### config.mk
export PLATFORM = sky130hd
export DESIGN_NAME = mux_scan_demux_flat
export DESIGN_NICKNAME = d
export VERILOG_FILES = /design/src/rtl/mux_scan_demux_pkg.sv /design/src/rtl/mux_scan_demux_if.sv /design/src/rtl/mux_scan_demux_settle_timer.sv /design/src/rtl/mux_scan_demux.sv /design/src/flat_wrapper.sv
export SDC_FILE = /design/constraint.sdc
export NUM_CORES = 1
export LEC_CHECK = 0
export CELL_PAD_IN_SITES_DETAIL_PLACEMENT = 1
export CELL_PAD_IN_SITES_GLOBAL_PLACEMENT = 1
export CORE_MARGIN = 2
export CORE_UTILIZATION = 30
export DETAILED_ROUTE_END_ITERATION = 10
export PLACE_DENSITY = 0.62
export SYNTH_ARGS = -nofsm -noshare
export SYNTH_HDL_FRONTEND = slang
export SYNTH_SLANG_ARGS = --single-unit
export TNS_END_PERCENT = 30
### constraint.sdc
create_clock -name clk -period 2 [get_ports clk]
set_input_delay 0.3 -clock clk [delete_from_list [all_inputs] [get_ports clk]]
set_output_delay 0.3 -clock clk [all_outputs]
set_load 0.02 [all_outputs]
### src/rtl/mux_scan_demux_pkg.sv
// Shared types and widths for the mux scan receiver.
package mux_scan_pkg;
    typedef enum logic [1:0] {IDLE, SCAN, DONE} state_e;

    localparam int   NUM_CH   = 4;
    localparam int   SEL_W    = 2;
    localparam int   CNT_W    = 8;
    localparam logic G_ACTIVE = 1'b0;
endpackage

### src/rtl/mux_scan_demux_if.sv
// Scan-side bus: request/abort in, mux control out, sensed Y in, frame out.
interface mux_scan_demux_if;
    import mux_scan_pkg::*;

    logic              start;
    logic              abort;
    logic              Y;
    logic              G;
    logic [SEL_W-1:0]  C;
    logic [NUM_CH-1:0] X_out;
    logic              busy;
    logic              done;

    modport master (input start, abort, Y, output G, C, X_out, busy, done);
    modport slave  (output start, abort, Y, input G, C, X_out, busy, done);
endinterface

### src/rtl/mux_scan_demux_settle_timer.sv
// Per-channel settle counter; tc marks the last settle cycle of a channel.
module settle_timer
    import mux_scan_pkg::*;
#(
    parameter int SETTLE_CYCLES = 2,
    parameter int TMR_W         = CNT_W
) (
    input  logic clk,
    input  logic rst_n,
    input  logic clr,
    input  logic en,
    output logic tc
);
    logic [TMR_W-1:0] cnt;

    assign tc = (cnt == TMR_W'(SETTLE_CYCLES - 1));

    always_ff @(posedge clk) begin
        if (!rst_n)
            cnt <= '0;
        else if (clr)
            cnt <= '0;
        else if (en)
            cnt <= tc ? '0 : cnt + TMR_W'(1);
    end
endmodule

### src/rtl/mux_scan_demux.sv
// Scans the four mux channels through G/C, samples Y per channel and
// presents the assembled word on X_out with a one-cycle done pulse.
module mux_scan_demux
    import mux_scan_pkg::*;
#(
    parameter int SETTLE_CYCLES = 2
) (
    input  logic              clk,
    input  logic              rst_n,
    mux_scan_demux_if.master  bus
);
    if (SETTLE_CYCLES < 1 || SETTLE_CYCLES > 255) begin : g_bad_settle
        $error("mux_scan_demux: SETTLE_CYCLES must be in 1..255");
    end

    state_e            state, state_nxt;
    logic [SEL_W-1:0]  ch;
    logic [NUM_CH-1:0] shadow, frame, x_q;
    logic              tc, last_ch, sample;

    settle_timer #(
        .SETTLE_CYCLES (SETTLE_CYCLES),
        .TMR_W         (CNT_W)
    ) u_timer (
        .clk   (clk),
        .rst_n (rst_n),
        .clr   (state != SCAN || bus.abort),
        .en    (state == SCAN),
        .tc    (tc)
    );

    assign last_ch   = (ch == SEL_W'(NUM_CH - 1));
    assign sample    = (state == SCAN) && !bus.abort && tc;
    assign bus.X_out = x_q;

    always_ff @(posedge clk) begin
        if (!rst_n)
            state <= IDLE;
        else
            state <= state_nxt;
    end

    always_comb begin
        state_nxt = state;
        bus.G     = ~G_ACTIVE;
        bus.C     = '0;
        bus.busy  = 1'b0;
        bus.done  = 1'b0;
        case (state)
            IDLE: if (bus.start && !bus.abort) state_nxt = SCAN;
            SCAN: begin
                bus.G    = G_ACTIVE;
                bus.C    = ch;
                bus.busy = 1'b1;
                if (bus.abort)
                    state_nxt = IDLE;
                else if (tc && last_ch)
                    state_nxt = DONE;
            end
            DONE: begin
                bus.done  = 1'b1;
                state_nxt = IDLE;
            end
            default: state_nxt = IDLE;
        endcase
    end

    // Merge the bit being sampled now so the final channel lands in X_out on the same edge.
    always_comb begin
        frame     = shadow;
        frame[ch] = bus.Y;
    end

    always_ff @(posedge clk) begin
        if (!rst_n) begin
            ch     <= '0;
            shadow <= '0;
            x_q    <= '0;
        end else if (sample) begin
            shadow <= frame;
            if (last_ch)
                x_q <= frame;
            else
                ch <= ch + SEL_W'(1);
        end else if (state != SCAN) begin
            ch <= '0;
        end
    end
endmodule

### src/flat_wrapper.sv
// flat-port wrapper written by rule: the top's interface ports become plain ports
module mux_scan_demux_flat import mux_scan_pkg::*;
#(
    parameter int SETTLE_CYCLES = 2
)
  (clk, rst_n, bus_start, bus_abort, bus_Y, bus_G, bus_C, bus_X_out, bus_busy, bus_done);
  mux_scan_demux_if bus_i ();
  input  logic clk;
  input  logic rst_n;
  input wire logic [$bits(bus_i.start)-1:0] bus_start;
  input wire logic [$bits(bus_i.abort)-1:0] bus_abort;
  input wire logic [$bits(bus_i.Y)-1:0] bus_Y;
  output wire logic [$bits(bus_i.G)-1:0] bus_G;
  output wire logic [$bits(bus_i.C)-1:0] bus_C;
  output wire logic [$bits(bus_i.X_out)-1:0] bus_X_out;
  output wire logic [$bits(bus_i.busy)-1:0] bus_busy;
  output wire logic [$bits(bus_i.done)-1:0] bus_done;
  assign bus_i.start = bus_start;
  assign bus_i.abort = bus_abort;
  assign bus_i.Y = bus_Y;
  assign bus_G = bus_i.G;
  assign bus_C = bus_i.C;
  assign bus_X_out = bus_i.X_out;
  assign bus_busy = bus_i.busy;
  assign bus_done = bus_i.done;
  mux_scan_demux #(.SETTLE_CYCLES(SETTLE_CYCLES)) u_core (.clk(clk), .rst_n(rst_n), .bus(bus_i));
endmodule
==> results of run 1 <==
[cell type report]
| cell class | count | area (sq um) | area share (%) |
|---|---|---|---|
| repair buffers | 20 | 186 | 15.3 |
| multi-input cells | 79 | 544 | 44.7 |
| clock buffers | 4 | 26.3 | 2.16 |
| flip-flops and latches | 19 | 383 | 31.4 |
| well taps | 44 | 55.1 | 4.52 |
| inverters | 6 | 22.5 | 1.85 |
[path summary, 6_finish.rpt]
check	depth (start not counted)	slack, ns	startpoint	end
hold / removal	2	0.47	u_core.bus.X_out[1]	u_core.bus.X_out[1]
hold reg to reg	2	0.47	u_core.bus.X_out[1]	u_core.bus.X_out[1]
setup / recovery	5	0.15	u_core.u_timer.cnt[1]	u_core.ch[0]
setup reg to reg	5	0.15	u_core.u_timer.cnt[1]	u_core.ch[0]
[routing by layer]
metal	global-route usage (%)	wire length, microns	vias to the layer above
met2	23.8	1050	20
met4	7.45	54	0
met5	0	0	-
met1	18.5	1100	403
met3	2.99	113	5
li1	-	-	425
[cell usage after synthesis, drive strengths merged]
cell type | instances | area [sq um]
dfxtp | 19 | 380
nand2 | 14 | 52.6
mux2i | 8 | 80.1
nor2 | 7 | 26.3
ha | 6 | 75.1
inv | 6 | 22.5
a21oi | 5 | 25.0
or3 | 5 | 31.3
nand4 | 4 | 25.0
o21ai | 4 | 20.0
mux2 | 3 | 33.8
nand3 | 3 | 15.0
clkbuf | 2 | 7.51
nand3b | 2 | 15.0
nand4b | 2 | 17.5
nor2b | 2 | 12.5
nor4b | 2 | 23.8
o31ai | 2 | 15.0
or4 | 2 | 15.0
a211oi | 1 | 7.51
a41oi | 1 | 8.76
nor3 | 1 | 5.00
nor3b | 1 | 7.51
o211ai | 1 | 7.51
or2 | 1 | 6.26
or4b | 1 | 10.0
xor2 | 1 | 8.76
[metrics by stage]
| step | cells | instance area, sq um | power [W] | worst slack [ns] |
|---|---|---|---|---|
| finish | 172 | 1220 | 0.000629 | 0.147 |
| global route | 172 | 1220 | 0.000658 | 0.0601 |
| CTS | 172 | 1210 | 0.000641 | 0.00140 |
| detailed placement | 168 | 1180 | 0.000433 | 0.135 |
| global placement | 168 | 1180 | 0.000432 | 0.197 |
| floorplan | 106 | 955 | 0.000409 | 0.224 |
[flip-flops by register name (all words and copies together) (netlist names)]
signal	cells
u_core.state	2
u_core.u_timer.cnt	8
u_core.shadow	3
u_core.ch	2
u_core.bus.X_out	4
[worst max-delay path: stages (launching register included)]
cell and delay, ns:
sky130_fd_sc_hd__dfxtp_1 0.36, sky130_fd_sc_hd__inv_1 0.07, sky130_fd_sc_hd__ha_1 0.14, sky130_fd_sc_hd__or4b_1 0.48
sky130_fd_sc_hd__or4_1 0.51, sky130_fd_sc_hd__a211oi_1 0.23
[repair_timing]
action,in CTS,in global routing
endpoints found under the setup margin,1,4
pin swaps,0,0
gates resized for setup,1,4
[power by group through the flow]
stage	logic (W)	registers [W]	clock network [W]
after global routing	0.0000473	0.000381	0.000230
after floorplan	0.0000190	0.000390	0
after CTS	0.0000436	0.000381	0.000217
after global placement	0.0000427	0.000389	0
final	0.0000431	0.000381	0.000206
after detailed placement	0.0000434	0.000389	0
[logic make-up after synthesis]
logic type,share of synthesized area (%)
muxes,11.9
adders and majority gates,7.86
and+or+nand+nor,27.5
AOI/OAI and AO/OA,8.78
buffers and inverters,3.15
DFF,39.8
xor gates and xnor gates,0.918
==> results.txt, run 1 <==
The worst path uses 92.6% of the clock period. For the net switching power of the design, the log shows 0.000151 W. In the final design database the tool counted 140 nets. Along the worst path, the maximum fanout reaches 4. Counting every net in the synthesized netlist gives 117.

Setup repair after global routing left no endpoint under its margin. Synthesis inferred 19 register bits. The tools report the combined area of all synthesized cells as 955 sq um.

The number of different library cells used by synthesis comes to 28. TritonCTS built the clock tree. The library cell used most frequently in the layout, excluding fill and tap cells, is sky130_fd_sc_hd__dfxtp_1. The clock net in this run drives a total of 19 sinks. The synthesized area per cell was 9.01 sq um; the total count of hold-check failures in the final report was 0. The combinational fraction of design power is 6.8%, and the post-CTS repair timing setup buffer count is 0.

Measured on the finished design, the core utilization comes to 40.2%. The area added between synthesis and finish is 27.5%, and the clock network power share is 32.7%. Setup violations remaining at the end of the flow were counted as 0. After routing, the total negative slack on setup checks comes to 0 ns. After the first detailed-routing iteration, the DRC count stood at 14. Hold is met by 0.470 ns.

In this run the deepest clock path goes through 2 buffers. The weighted congestion at the end of routability-driven global placement came out at 0.731. The worst hold path belongs to the class reg -> reg. The initial antenna violation count was 0.

For the number of max-slew violations in the final report, the log shows 0. Sequential elements use 39.8% of the synthesized area. The share of total power dissipated in sequential elements is 60.5%. The number of H-tree branching levels is 1.

Data arrives at the worst endpoint at 2.09 ns. Between clock sinks in the finished design, the worst skew comes to 0.00771 ns. The root buffer cell chosen for the clock tree is sky130_fd_sc_hd__clkbuf_4. The worst supply voltage drop on vdd was 0.000209 V; the measured slew at the worst slew-check pin was 0.386 ns. 0 antenna diodes ended up in the layout.

The net switching fraction of the power is 23.9%. Across every metal layer, demand over resource in global routing totals 14.6%. The analysis attributes to cell leakage a power of 0.503 nW.

After global routing the overflow that remains totals 0. The total wire length after detailed routing is 2.32 mm. The wire-length estimate of the detail-placed layout is 1.75 mm. The pre-antenna-repair detailed-routing pass consisted of 4 iterations. The via count of the first global-routing pass is 843, and the worst relative slew slack is 74.2%. The power density over the cells is 517 mW/mm^2, and the worst-skew pair later-pin latency is 0.31 ns.

In this run the count of I/O pins placed on the die edge is 14. STA classifies the critical path endpoint as a flop. In the final routed layout, each cell accounts on average for 13.5 microns.

The category of the most critical setup path was reg -> reg. Static timing analysis puts the maximum clock frequency at 540 MHz. For this configuration, the core starts out at a cell density of 31.5%. The kind of launch point of the worst setup path is a flop.

The clock transition at the register clock pins on the worst setup and hold paths after CTS was 0.11 ns; the count of input and output buffers was 13. The clock period could shrink to 1.85 ns. The run finished with clean final reports. The number of hold buffers added after CTS was 0.

The tools report the overall die area as 0.00365 sq mm. In the synthesized netlist, the number of instances is 106. The count of unresolved DRC violations after routing is 0, and the fraction of layout instances using a drive strength above 1 is 13.3%. Dividing the detail-routed via count by the number of cells gives 4.96. Max-cap violations in this run came to 0. Data on the critical path is required at its endpoint by 2.24 ns. Measured along the x axis, the die boundary spans 60.4 microns. The count of synthesis-stage warnings from yosys was 0. The number of clock buffers added by TritonCTS is 3. The die height works out to 60.4 microns. The placement row count is 20, and the first-pass GRT wire length is 3.89 mm. Fill cells in the final layout number 364. The core box area is 0.00303 sq mm, and the number of vias in the routed layout is 853. Entering global routing, the biggest net connects 14 pins. The count of nets left with antenna violations once routing finished came out at 0. The top cell types in the final layout, fill and taps aside, are 17 x sky130_fd_sc_hd__dfxtp_1, 14 x sky130_fd_sc_hd__nand2_1, 10 x sky130_fd_sc_hd__clkdlybuf4s50_1. The cell-internal power is 0.000479 W.
No activity file was read; power rests on OpenSTA's default activity.
==> run 2, diff against run 1 <==
CTS_CLUSTER_DIAMETER = 150   (was not set)
HOLD_SLACK_MARGIN = 0.05   (was not set)
==> results of run 2 <==
Final layout, timing and power as in run 1 (identical DEF).
